$ cat src/rtl/imem_pkg.sv
// rtl/imem_pkg.sv - shared constants and state encoding for the instruction-memory boot sequencer
package imem_pkg;

  localparam int          IMEM_DEPTH  = 256;
  localparam int          IMEM_ADDR_W = $clog2(IMEM_DEPTH);
  localparam logic [31:0] NOP_WORD    = 32'h00000013;

  typedef enum logic [1:0] {
    ST_LOAD,
    ST_FILL,
    ST_RUN
  } imem_state_e;

endpackage

$ cat src/rtl/imem_boot_sequencer.sv
// rtl/imem_boot_sequencer.sv - boot loader, NOP filler and fetch port for the instruction memory (optional IMEM_CHECKSUM_EN)
module imem_boot_sequencer
  import imem_pkg::*;
#(
  parameter int          DEPTH    = IMEM_DEPTH,
  parameter int          ADDR_W   = $clog2(DEPTH),
  parameter logic [31:0] NOP_WORD = imem_pkg::NOP_WORD
) (
  input  logic              clk,
  input  logic              reset,
  input  logic              load_valid,
  output logic              load_ready,
  input  logic [31:0]       load_data,
  input  logic              load_last,
  input  logic              reload_req,
  input  logic [31:0]       fetch_addr,
  output logic [31:0]       fetch_instr,
  output logic              fetch_misalign,
  output logic              cpu_stall,
  output logic              mem_we,
  output logic [ADDR_W-1:0] mem_waddr,
  output logic [31:0]       mem_wdata,
  output logic [ADDR_W-1:0] mem_raddr,
  input  logic [31:0]       mem_rdata,
  output logic [ADDR_W:0]   words_loaded
`ifdef IMEM_CHECKSUM_EN
  ,
  output logic              chk_ok,
  output logic              chk_err
`endif
);

  // The write pointer carries one extra bit so a completely full image is
  // distinguishable from an empty one after the pointer steps past DEPTH-1.
  localparam int             PTR_W    = ADDR_W + 1;
  localparam logic [PTR_W-1:0] PTR_ONE  = PTR_W'(1);
  localparam logic [PTR_W-1:0] LAST_PTR = PTR_W'(DEPTH - 1);
  localparam logic [PTR_W-1:0] END_PTR  = PTR_W'(DEPTH);

  imem_state_e      state_q, state_d;
  logic [PTR_W-1:0] wr_ptr_q, wr_ptr_d;
  logic [PTR_W-1:0] words_q, words_d;
  logic             wr_en;
  logic             in_run;
  logic             run_ok;
  logic             unused_fetch_hi;

`ifdef IMEM_CHECKSUM_EN
  logic [31:0] sum_q, sum_d;
  logic [31:0] chk_q, chk_d;
  logic        chk_wait_q, chk_wait_d;
  logic        sum_match;
`endif

  // Next-state logic: image acceptance, NOP padding and reload handling.
  always_comb begin
    state_d    = state_q;
    wr_ptr_d   = wr_ptr_q;
    words_d    = words_q;
    load_ready = 1'b0;
    wr_en      = 1'b0;
    mem_wdata  = NOP_WORD;
`ifdef IMEM_CHECKSUM_EN
    sum_d      = sum_q;
    chk_d      = chk_q;
    chk_wait_d = chk_wait_q;
`endif
    case (state_q)
      ST_LOAD: begin
        load_ready = 1'b1;
`ifdef IMEM_CHECKSUM_EN
        if (load_valid && chk_wait_q) begin
          // Checksum word: captured, never written to memory or counted.
          chk_d      = load_data;
          chk_wait_d = 1'b0;
          state_d    = (wr_ptr_q < END_PTR) ? ST_FILL : ST_RUN;
        end else if (load_valid) begin
          wr_en     = 1'b1;
          mem_wdata = load_data;
          wr_ptr_d  = wr_ptr_q + PTR_ONE;
          words_d   = words_q + PTR_ONE;
          sum_d     = sum_q + load_data;
          if (load_last || (wr_ptr_q == LAST_PTR)) begin
            chk_wait_d = 1'b1;
          end
        end
`else
        if (load_valid) begin
          wr_en     = 1'b1;
          mem_wdata = load_data;
          wr_ptr_d  = wr_ptr_q + PTR_ONE;
          words_d   = words_q + PTR_ONE;
          if (load_last || (wr_ptr_q == LAST_PTR)) begin
            state_d = (wr_ptr_q < LAST_PTR) ? ST_FILL : ST_RUN;
          end
        end
`endif
      end
      ST_FILL: begin
        wr_en    = 1'b1;
        wr_ptr_d = wr_ptr_q + PTR_ONE;
        if (wr_ptr_q == LAST_PTR) begin
          state_d = ST_RUN;
        end
      end
      ST_RUN: begin
        if (reload_req) begin
          state_d  = ST_LOAD;
          wr_ptr_d = '0;
          words_d  = '0;
`ifdef IMEM_CHECKSUM_EN
          sum_d      = '0;
          chk_wait_d = 1'b0;
`endif
        end
      end
      default: begin
        state_d = ST_LOAD;
      end
    endcase
  end

  // Output decode: write strobe (suppressed while reset is held), fetch path and stall.
  always_comb begin
    mem_we         = wr_en & ~reset;
    mem_waddr      = wr_ptr_q[ADDR_W-1:0];
    in_run         = (state_q == ST_RUN);
`ifdef IMEM_CHECKSUM_EN
    sum_match      = (sum_q == chk_q);
    run_ok         = in_run & sum_match;
    chk_ok         = run_ok;
    chk_err        = in_run & ~sum_match;
`else
    run_ok         = in_run;
`endif
    cpu_stall      = ~run_ok;
    mem_raddr      = in_run ? fetch_addr[ADDR_W+1:2] : '0;
    fetch_misalign = in_run && (fetch_addr[1:0] != 2'b00);
    fetch_instr    = (in_run && !fetch_misalign) ? mem_rdata : NOP_WORD;
    words_loaded   = words_q;
  end

  // Upper PC bits are deliberately ignored so fetches wrap inside the array.
  assign unused_fetch_hi = ^fetch_addr[31:ADDR_W+2];

  // State register; reset restarts the load at word 0 without touching memory.
  always_ff @(posedge clk) begin
    if (reset) begin
      state_q    <= ST_LOAD;
      wr_ptr_q   <= '0;
      words_q    <= '0;
`ifdef IMEM_CHECKSUM_EN
      sum_q      <= '0;
      chk_q      <= '0;
      chk_wait_q <= 1'b0;
`endif
    end else begin
      state_q    <= state_d;
      wr_ptr_q   <= wr_ptr_d;
      words_q    <= words_d;
`ifdef IMEM_CHECKSUM_EN
      sum_q      <= sum_d;
      chk_q      <= chk_d;
      chk_wait_q <= chk_wait_d;
`endif
    end
  end

endmodule

$ cat config.mk
export PLATFORM = sky130hd
export DESIGN_NAME = imem_boot_sequencer
export DESIGN_NICKNAME = d
export VERILOG_FILES = /design/src/rtl/imem_pkg.sv /design/src/rtl/imem_boot_sequencer.sv
export SDC_FILE = /design/constraint.sdc
export NUM_CORES = 1
export LEC_CHECK = 0
export BUFFER_PORTS_ARGS = -buffer_cell sky130_fd_sc_hd__buf_2
export CORE_AREA = 2 2 76 78
export CTS_CLUSTER_SIZE = 16
export DETAILED_ROUTE_END_ITERATION = 10
export DIE_AREA = 0 0 78 80
export GPL_TIMING_DRIVEN = 0
export PLACE_DENSITY = 0.84
export SLEW_MARGIN = 20
export SYNTH_ARGS = -nofsm -noshare
export SYNTH_HDL_FRONTEND = slang
export SYNTH_SLANG_ARGS = --single-unit
$ cat constraint.sdc
create_clock -name clk -period 1.8 [get_ports clk]
set_input_delay 0.09 -clock clk [delete_from_list [all_inputs] [get_ports clk]]
set_output_delay 0.09 -clock clk [all_outputs]
set_load 0.01 [all_outputs]
==> flow_metrics.py, run 1 <==
metrics = {
    "route": {
        "vias_per_cell": 4.85,
        "drt_iter0_drc": 46,
        "route.final.wire_length_mm": 6.33,
        "drc": 0,
        "vias": 2309,
        "drt-pass1-iter-count": 4,
        "ant_nets": 0,
        "drt-wirelength-per-cell_um": 13.3,
    },
    "worst_hold_path": {
        "worst_hold_path_stage_count": 4,
        "worst_hold_path.endpoint": "state_q[0]",
        "min-delay-path-class": "primary input to flop",
        "hold_start": "load_last",
    },
    "layout": {
        "final_core_util_pct": 51.7,
        "antenna-diode-count": 0,
        "design.final.nets": 509,
        "layout.cells.most_common": "sky130_fd_sc_hd__buf_2",
        "final_layout_size_suffix_gt1_share_pct": 52.2,
        "area_delta_synth_final_pct": 60.6,
        "layout.cells.most_common_list": "sky130_fd_sc_hd__buf_2 (176), sky130_fd_sc_hd__and2_1 (37), sky130_fd_sc_hd__and3_1 (29), sky130_fd_sc_hd__dfxtp_1 (19), sky130_fd_sc_hd__buf_4 (12)",
    },
    "sta": {
        "finalHoldViolCount": 0,
        "max_slew_violation_total_from_the_final_report": 0,
        "slew_headroom_pct": 68.1,
        "skew_ns": 0.00333,
        "finalSetupTns_ns": 0,
        "final_period_minus_worst_setup_slack_ns": 1.72,
        "final.period_utilization_pct": 95.5,
        "worst-slew-pin-transition_ns": 0.478,
        "report.final.setup_viol": 0,
        "timing.fmax_ghz": 0.582,
        "rsz_0062_raised_after_global_routing": "false",
    },
    "synthesis": {
        "synth.cell_area_mm2": 0.00174,
        "post_synth_inst_count": 227,
        "synth_ff_type": "sky130_fd_sc_hd__dfxtp_1",
        "post_synth.cell_area_avg_um2": 7.66,
        "share_of_synthesized_area_occupied_by_flip_flops_and_latches_pct": 23.0,
        "netlist-cell-type-count": 42,
        "yosys_warnings": 0,
        "count_of_flip_flops_with_a_built_in_enable_after_synthesis": 0,
        "mappedNetlistNets": 331,
        "ys_seq_elements": 20,
        "synth_async_sr_flop_share_pct": 0,
    },
    "critical_path": {
        "required_ns": 1.71,
        "critPathMaxFanout": 10,
        "timing.critical_path.arrival_ns": 1.63,
        "setup.worst_path.end_class": "output port",
        "reg2reg_from": "words_loaded[0]",
        "worstReg2RegEnd": "words_loaded[8]",
        "worst_path_max_delay_cell": "sky130_fd_sc_hd__dfxtp_1",
        "reg2regPathDepth": 4,
        "timing.critical_path.cells": "buf_4, and2b_2, buf_6, clkbuf_2, and3_1, buf_2",
        "worst_setup_slack_for_register_to_register_paths_ns": 0.22,
        "cpPeakStageDelay_ns": 0.35,
        "critPathKind": "flop to output port",
        "worstSetupStartpointType": "flop",
    },
    "clocking": {
        "clkLatencyLatePin_ns": 0.26,
        "clock_tree.htree_level_count": 1,
        "clock_sinks": 20,
        "cts.path.max_buffers": 2,
        "tritoncts.num_buffers": 3,
        "clock_pin_slew_reported_for_the_worst_setup_and_hold_paths_after_clock_tree_synthesis_ns": 0.08,
        "clockRootBuffer": "sky130_fd_sc_hd__clkbuf_8",
        "tritoncts": "done",
    },
    "floorplan": {
        "chipWidth_um": 78,
        "floorplan.die_area_mm2": 0.00624,
        "row_count": 27,
        "start_util_pct": 32.2,
        "floorplan.core_area_mm2": 0.00541,
        "io_pins": 194,
        "die_height_um": 80,
    },
    "power_and_ir_drop": {
        "switchingPower_w": 0.000357,
        "power.density_cell_area_mw_per_mm2": 429,
        "power.share.sequential_pct": 39.4,
        "intPower_w": 0.000843,
        "worst_ir_drop_vdd_v": 0.000451,
        "netSwitchingFraction_pct": 29.8,
        "pwr-share-comb_pct": 31.4,
        "pwr-share-clk_pct": 29.2,
        "p_leak_nw": 1.59,
    },
    "placed_design": {
        "detailedPlacementHpwl_mm": 5.00,
        "portBuffers": 171,
        "gpl.final_weighted_congestion": 0.821,
    },
    "status": {
        "run_status": "finished, final reports clean",
    },
    "global_route": {
        "total_global_route_track_usage_pct": 17.9,
        "grt_max_degree": 12,
        "overflow": 0,
        "grt_pass1_wl_mm": 9.29,
        "initial_antenna_violation_count": 0,
        "grt_pass1_vias": 2107,
    },
    "job": {
        "cap_viol_max_count": 0,
    },
}
-- registers in the layout (all words and copies together), names as in the netlist --
signal	count
wr_ptr_q	9
words_loaded	9
state_q	2
-- cell type report --
cell class                 count  area [um^2]
fill                         532         2610
multi-input combinational    175         1200
timing repair buffer         173          871
sequential                    20          402
buffer                        27          161
tap                           72         90.1
clock buffer                   4         55.1
inverter                       5         18.8
-- cell usage after synthesis, drive strengths merged, types with 2 or more instances --
cell type | instances | area share (%)
a211oi | 4 | 1.7
a21boi | 3 | 1.3
a21oi | 7 | 2.0
and2 | 37 | 13
and3 | 29 | 10
buf | 14 | 5.2
clkbuf | 13 | 2.9
dfxtp | 20 | 23
ha | 3 | 2.2
inv | 5 | 1.1
mux2i | 9 | 5.2
nand2 | 2 | 0.43
nand2b | 7 | 2.5
nand3 | 11 | 3.2
nand3b | 11 | 4.7
nand4 | 3 | 1.1
nor2 | 8 | 1.7
nor2b | 2 | 0.72
nor3 | 3 | 0.86
nor3b | 4 | 2.0
nor4b | 2 | 1.0
o211ai | 2 | 0.86
o21a | 2 | 0.86
o21ai | 3 | 0.86
o31ai | 2 | 0.86
or2 | 2 | 0.72
or3b | 8 | 4.0
or4 | 2 | 0.86
-- metrics by stage --
stage	instances	setup WS [ns]	area, um^2	power, W	hold WS (ns)
2_1_floorplan	227	0.389	1740	0.000661	0.273
3_3_place_gp	470	0.105	2690	0.000832	0.445
3_5_place_dp	470	0.0779	2690	0.000841	0.448
4_1_cts	476	0.0254	2770	0.00120	0.209
5_1_grt	476	0.00185	2790	0.00127	0.270
6_report	476	0.0816	2790	0.00120	0.209
-- power groups by stage --
stage / Sequential (W) / Clock, W / Combinational, W
final: 0.000472 / 0.000351 / 0.000377
after global routing: 0.000475 / 0.000380 / 0.000414
after detailed placement: 0.000481 / 0 / 0.000359
after global placement: 0.000481 / 0 / 0.000351
after floorplan: 0.000480 / 0 / 0.000181
after CTS: 0.000471 / 0.000361 / 0.000373
-- critical path, delay by kind of cell (launching register included) --
kind	cells	cell delay (ns)
simple gates	2	0.39
flops	1	0.35
buf+inv	4	0.63
-- worst max path at each step --
stage                     start         endpoint  slack [ns]  depth (start not counted)
floorplan           wr_ptr_q[0]      wr_ptr_q[8]        0.39                          6
global placement     state_q[1]     mem_wdata[8]        0.10                          5
detailed placement   state_q[1]     mem_wdata[8]        0.08                          5
CTS                  state_q[0]   fetch_instr[4]        0.03                          6
global route         state_q[1]   fetch_instr[1]       0.002                          6
finish               state_q[1]  fetch_instr[23]        0.08                          6
-- cells by family after synthesis --
| family | synth area share (%) |
|---|---|
| AO/OA/AOI/OAI | 11.0 |
| adder cells (fa/ha/maj) | 2.16 |
| flip-flops | 23.0 |
| multiplexers | 5.18 |
| buffers and inverters | 9.14 |
| AND/OR/NAND/NOR | 49.5 |
-- metal layers --
layer  track usage (%)  share of wire, %  up-vias
li1                  -                 -     1155
met1              22.2                41     1053
met2              31.0                50       99
met3              4.41               8.7        2
met4              4.56              0.54        0
met5                 0                 0        -
-- what timing repair did --
item | 4_1_cts | 5_1_grt
endpoints found under the setup margin | 59 | 60
pin swaps | 1 | 1
resized for setup | 7 | 15
hold buffers | 0 | 0
setup buffers | 2 | 0
Power figures use the tool's default switching activity.
==> run 2, diff against run 1 <==
- BUFFER_PORTS_ARGS: -buffer_cell sky130_fd_sc_hd__buf_2 -> not set
- CTS_BUF_LIST: not set -> sky130_fd_sc_hd__clkbuf_4
- DONT_BUFFER_PORTS: not set -> 1
- PLACE_DENSITY: 0.84 -> 0.53
==> run 2 against run 1 <==
  * Via count fell by 27%
  * Worst hold slack lost 0.17 ns
  * Sequential power about the same
  * Total power down 23%
  * Count of clock-buffer cells in the layout shrank 1
  * Critical endpoint is now fetch_instr[10]
  * Clock power decreased by 38%
  * Register-to-register slack lost 0.07 ns
  * Critical path depth shrank 1
  * Highest routed layer unchanged
  * Maximum frequency increased by 2.3%
  * Non-clock buffer count fell by 170
  * Worst setup slack better by 0.038 ns
  * First-iteration DRC count fell by 11%
==> flow_metrics.py, run 2 (synthesized netlist as in run 1, its figures left out) <==
metrics = {
    "status": {
        "run_status": "finished, final reports clean",
    },
    "floorplan": {
        "chipWidth_um": 78,
        "floorplan.die_area_mm2": 0.00624,
        "die_height_um": 80,
        "start_util_pct": 32.2,
        "row_count": 27,
        "io_pins": 194,
        "floorplan.core_area_mm2": 0.00541,
    },
    "layout": {
        "layout.area.seq_um2": 400,
        "multiInputGateArea_mm2": 0.00120,
        "final_layout_size_suffix_gt1_share_pct": 15.9,
        "design.final.nets": 339,
        "layout.cells.most_common": "sky130_fd_sc_hd__and2_1",
        "antenna-diode-count": 0,
        "layout.cells.most_common_list": "sky130_fd_sc_hd__and2_1 (37), sky130_fd_sc_hd__and3_1 (27), sky130_fd_sc_hd__dfxtp_1 (20)",
        "filler_cell_count": 575,
        "area_delta_synth_final_pct": 10.4,
    },
    "sta": {
        "final.period_utilization_pct": 93.4,
        "finalHoldViolCount": 0,
        "finalSetupTns_ns": 0,
        "final_period_minus_worst_setup_slack_ns": 1.68,
        "max_slew_violation_total_from_the_final_report": 0,
        "fin_worst_hold_slack_ns": 0.0389,
        "rsz_0062_raised_after_global_routing": "false",
        "timing.fmax_ghz": 0.595,
        "skew_ns": 0.0137,
        "report.final.setup_viol": 0,
        "worst-slew-pin-transition_ns": 0.493,
        "slew_headroom_pct": 67.1,
    },
    "clocking": {
        "clock_pin_slew_reported_for_the_worst_setup_and_hold_paths_after_clock_tree_synthesis_ns": 0.12,
        "clkLatencyLatePin_ns": 0.30,
        "clockRootBuffer": "sky130_fd_sc_hd__clkbuf_4",
        "clock_tree.htree_level_count": 1,
        "tritoncts": "done",
        "clock_sinks": 20,
        "tritoncts.num_buffers": 3,
        "cts.path.max_buffers": 2,
    },
    "critical_path": {
        "worst_path_max_delay_cell": "sky130_fd_sc_hd__dfxtp_1",
        "cpPeakStageDelay_ns": 0.34,
        "critPathKind": "flop to output port",
        "setup.worst_path.end_class": "output port",
        "required_ns": 1.71,
        "worstSetupStartpointType": "flop",
        "timing.critical_path.arrival_ns": 1.59,
        "critPathMaxFanout": 10,
        "timing.critical_path.cells": "buf_6, and2b_2, buf_4, clkbuf_4, and3_2",
        "reg2regPathDepth": 4,
    },
    "placed_design": {
        "gpl.final_weighted_congestion": 0.793,
        "portBuffers": 0,
        "detailedPlacementHpwl_mm": 4.13,
    },
    "route": {
        "drt_iter0_drc": 41,
        "vias": 1693,
        "drc": 0,
        "route.final.wire_length_mm": 5.26,
        "drt-pass1-iter-count": 4,
        "ant_nets": 0,
        "vias_per_cell": 5.55,
        "drt-wirelength-per-cell_um": 17.2,
    },
    "job": {
        "cap_viol_max_count": 0,
    },
    "global_route": {
        "grt_max_degree": 11,
        "overflow": 0,
        "grt_pass1_vias": 1461,
        "total_global_route_track_usage_pct": 15.1,
        "grt_pass1_wl_mm": 7.51,
        "initial_antenna_violation_count": 0,
    },
    "worst_hold_path": {
        "worst_hold_path_stage_count": 3,
        "min-delay-path-class": "primary input to flop",
    },
    "power_and_ir_drop": {
        "worst_ir_drop_vdd_v": 0.000269,
        "power.density_cell_area_mw_per_mm2": 483,
        "p_leak_nw": 0.790,
    },
}
## run 2: layout make-up
cell class / count / area share (%)
inverters: 5 / 0.978
well taps: 72 / 4.69
repair buffers: 3 / 1.30
flip-flops and latches: 20 / 20.9
clock buffers: 3 / 1.17
plain buffers: 27 / 8.41
multi-input cells: 175 / 62.6
## run 2: metrics by stage
| stage | cell area [um^2] | total power (W) | util (%) | instances | worst slack [ns] |
|---|---|---|---|---|---|
| 6_report | 1920 | 0.000926 | 35.5 | 305 | 0.119 |
| 5_1_grt | 1920 | 0.000988 | 35.5 | 305 | 0.00130 |
| 4_1_cts | 1900 | 0.000942 | 35.2 | 305 | 0.0154 |
| 3_5_place_dp | 1830 | 0.000702 | 33.8 | 299 | 0.0847 |
| 3_3_place_gp | 1830 | 0.000701 | 33.8 | 299 | 0.0782 |
| 2_1_floorplan | 1740 | 0.000661 | - | 227 | 0.389 |
## run 2: what timing repair did
action,in CTS,in global routing
setup endpoints to repair,61,65
buffers inserted,2,0
pin swaps,1,0
gates resized for setup,8,11
hold buffers,1,0
hold endpoints to repair,8,0
## run 2: critical path: cells and delay by family (launching register included)
family	cells	cell delay (ns)
and+or+nand+nor	2	0.47
buffers and inverters	3	0.48
DFF	1	0.34
## run 2: path summary, 6_finish.rpt
check                                startpoint              end  slack, ns
worst min-delay path                      reset      wr_ptr_q[7]       0.04
worst max-delay path                 state_q[0]  fetch_instr[10]       0.12
worst min register to register      wr_ptr_q[8]      wr_ptr_q[8]       0.49
worst max register to register  words_loaded[0]  words_loaded[8]       0.15
## run 2: metal layers
layer | up-vias | track usage [%] | part of all wire (%)
met2 | 101 | 24.7 | 47
met5 | - | 0 | 0
met3 | 4 | 5.09 | 9.0
met1 | 775 | 20.2 | 43
li1 | 813 | - | -
met4 | 0 | 1.23 | 0.68
## run 2: power by group
part	switching [W]	total [W]	internal [W]
logic	0.000140	0.000233	0.0000932
registers	0.0000198	0.000475	0.000455
clock network	0.000140	0.000218	0.0000779
==> run 3, diff against run 2 <==
- clock period: 1.8 -> 2 ns (I/O delays scaled with it)
==> run 3 against run 2 <==
  * Sequential share of layout area up 0.44 points
  * Sequential cell count unchanged
  * Worst setup slack better by 0.026 ns
  * Sequential power down 10%
  * Clock skew down 0.0019 ns
  * Highest routed layer unchanged
  * Critical endpoint is now fetch_instr[11]
  * Cell count down 0.66%
  * Critical path type unchanged
  * Register-to-register slack better by 0.11 ns
  * Non-clock buffer count down 2
  * Combinational power down 14%
  * Via count down 0.77%
  * Clock power down 9.6%
  * Largest power group unchanged
  * Utilization down 0.74 points
==> flow_metrics.py, run 3 (synthesized netlist as in run 1, its figures left out) <==
metrics = {
    "layout": {
        "multiInputGateArea_mm2": 0.00119,
        "layout.cells.most_common": "sky130_fd_sc_hd__and2_1",
        "layout.area.seq_um2": 400,
        "layout.cells.most_common_list": "sky130_fd_sc_hd__and2_1 (37), sky130_fd_sc_hd__and3_1 (29), sky130_fd_sc_hd__dfxtp_1 (20), sky130_fd_sc_hd__nand3_1 (11), sky130_fd_sc_hd__nand3b_1 (11)",
        "final_layout_size_suffix_gt1_share_pct": 13.4,
        "antenna-diode-count": 0,
        "filler_cell_count": 577,
        "area_delta_synth_final_pct": 8.06,
        "design.final.nets": 337,
    },
    "clocking": {
        "clock_sinks": 20,
        "tritoncts": "done",
        "cts_setup_buffers": 0,
        "cts.path.max_buffers": 2,
        "tritoncts.num_buffers": 3,
        "clkLatencyLatePin_ns": 0.30,
        "clockRootBuffer": "sky130_fd_sc_hd__clkbuf_4",
        "clock_tree.htree_level_count": 1,
        "clock_pin_slew_reported_for_the_worst_setup_and_hold_paths_after_clock_tree_synthesis_ns": 0.12,
    },
    "route": {
        "vias_per_cell": 5.54,
        "drt-wirelength-per-cell_um": 17.2,
        "ant_nets": 0,
        "vias": 1680,
        "drt-pass1-iter-count": 4,
        "route.final.wire_length_mm": 5.21,
        "drt_iter0_drc": 51,
        "drc": 0,
    },
    "global_route": {
        "grt_pass1_wl_mm": 7.45,
        "overflow": 0,
        "total_global_route_track_usage_pct": 15.0,
        "initial_antenna_violation_count": 0,
        "grt_pass1_vias": 1454,
        "grt_max_degree": 11,
    },
    "critical_path": {
        "worstReg2RegEnd": "state_q[0]",
        "reg2regPathDepth": 5,
        "cpPeakStageDelay_ns": 0.32,
        "critPathKind": "flop to output port",
        "cpMostUsedCell": "sky130_fd_sc_hd__clkbuf_2",
        "worstSetupStartpointType": "flop",
        "reg2reg_from": "state_q[0]",
        "required_ns": 1.90,
        "worst_setup_slack_for_register_to_register_paths_ns": 0.26,
        "setup.worst_path.end_class": "output port",
        "timing.critical_path.arrival_ns": 1.75,
        "timing.critical_path.cells": "clkbuf_2, and2b_1, buf_2, clkbuf_2, and3_1",
        "worst_path_max_delay_cell": "sky130_fd_sc_hd__dfxtp_1",
        "critPathMaxFanout": 10,
    },
    "sta": {
        "report.final.setup_viol": 0,
        "finalHoldViolCount": 0,
        "final.period_utilization_pct": 92.7,
        "skew_ns": 0.0118,
        "timing.fmax_ghz": 0.539,
        "worst-slew-pin-transition_ns": 0.491,
        "final_period_minus_worst_setup_slack_ns": 1.85,
        "rsz_0062_raised_after_global_routing": "false",
        "slew_headroom_pct": 67.3,
        "finalSetupTns_ns": 0,
        "max_slew_violation_total_from_the_final_report": 0,
    },
    "worst_hold_path": {
        "min-delay-path-class": "primary input to flop",
        "worst_hold_path.endpoint": "wr_ptr_q[7]",
        "hold_start": "reset",
        "worst_hold_path_stage_count": 3,
    },
    "floorplan": {
        "floorplan.die_area_mm2": 0.00624,
        "row_count": 27,
        "floorplan.core_area_mm2": 0.00541,
        "start_util_pct": 32.2,
        "io_pins": 194,
        "die_height_um": 80,
        "chipWidth_um": 78,
    },
    "job": {
        "cap_viol_max_count": 0,
    },
    "placed_design": {
        "detailedPlacementHpwl_mm": 4.13,
        "gpl.final_weighted_congestion": 0.793,
        "portBuffers": 0,
    },
    "power_and_ir_drop": {
        "power.total_w": 0.000825,
        "worst_ir_drop_vdd_v": 0.000240,
        "power.density_cell_area_mw_per_mm2": 439,
        "p_leak_nw": 0.779,
    },
    "status": {
        "run_status": "finished, final reports clean",
    },
}
==> run 3: layout make-up <==
class / instances / share of cell area (%)
Multi-Input combinational cell: 175 / 63.4
Inverter: 5 / 0.999
Sequential cell: 20 / 21.3
Buffer: 27 / 7.79
Tap cell: 72 / 4.79
Clock buffer: 3 / 1.20
Timing Repair Buffer: 1 / 0.533
==> run 3: metrics by stage <==
| step | cell area [um^2] | util [%] | instances | setup WS (ns) | hold slack (ns) |
|---|---|---|---|---|---|
| after detailed placement | 1830 | 33.8 | 299 | 0.285 | 0.294 |
| after global routing | 1880 | 34.8 | 303 | 0.00336 | 0.0490 |
| final | 1880 | 34.8 | 303 | 0.145 | 0.0494 |
| after global placement | 1830 | 33.8 | 299 | 0.278 | 0.292 |
| after CTS | 1860 | 34.4 | 303 | 0.0325 | 0.0388 |
| after floorplan | 1740 | - | 227 | 0.589 | 0.283 |
==> run 3: how the worst max path moves through the flow <==
stage / startpoint / depth (start not counted) / end / slack, ns
final: state_q[0] / 5 / fetch_instr[11] / 0.15
after CTS: state_q[1] / 5 / fetch_instr[11] / 0.03
after detailed placement: state_q[0] / 5 / state_q[0] / 0.28
after global placement: state_q[0] / 5 / state_q[0] / 0.28
after global routing: state_q[0] / 5 / fetch_instr[10] / 0.003
after floorplan: wr_ptr_q[0] / 6 / wr_ptr_q[8] / 0.59
==> run 3: critical path: cells and delay by family, from the launching register on <==
kind,cells,cell delay (ns)
flops,1,0.32
buf+inv,3,0.60
simple gates,2,0.53
==> run 3: per-layer routing <==
metal / vias to the layer above / share of wire [%] / GRT usage [%]
li1: 805 / - / -
met1: 770 / 43 / 20.0
met2: 101 / 47 / 24.3
met3: 4 / 9.6 / 5.09
met4: 0 / 0.69 / 1.23
met5: - / 0 / 0
==> run 3: repair_timing <==
item | CTS | global route
gates resized for setup | 0 | 9
hold buffers | 1 | 0
hold endpoints to repair | 8 | 0
endpoints found under the setup margin | 0 | 61
==> run 3: where the power goes <==
group	total, W	switching (W)	internal, W
Clock	0.000197	0.000126	0.0000701
Sequential	0.000427	0.0000174	0.000409
Combinational	0.000201	0.000125	0.0000765
Total	0.000825	0.000269	0.000556
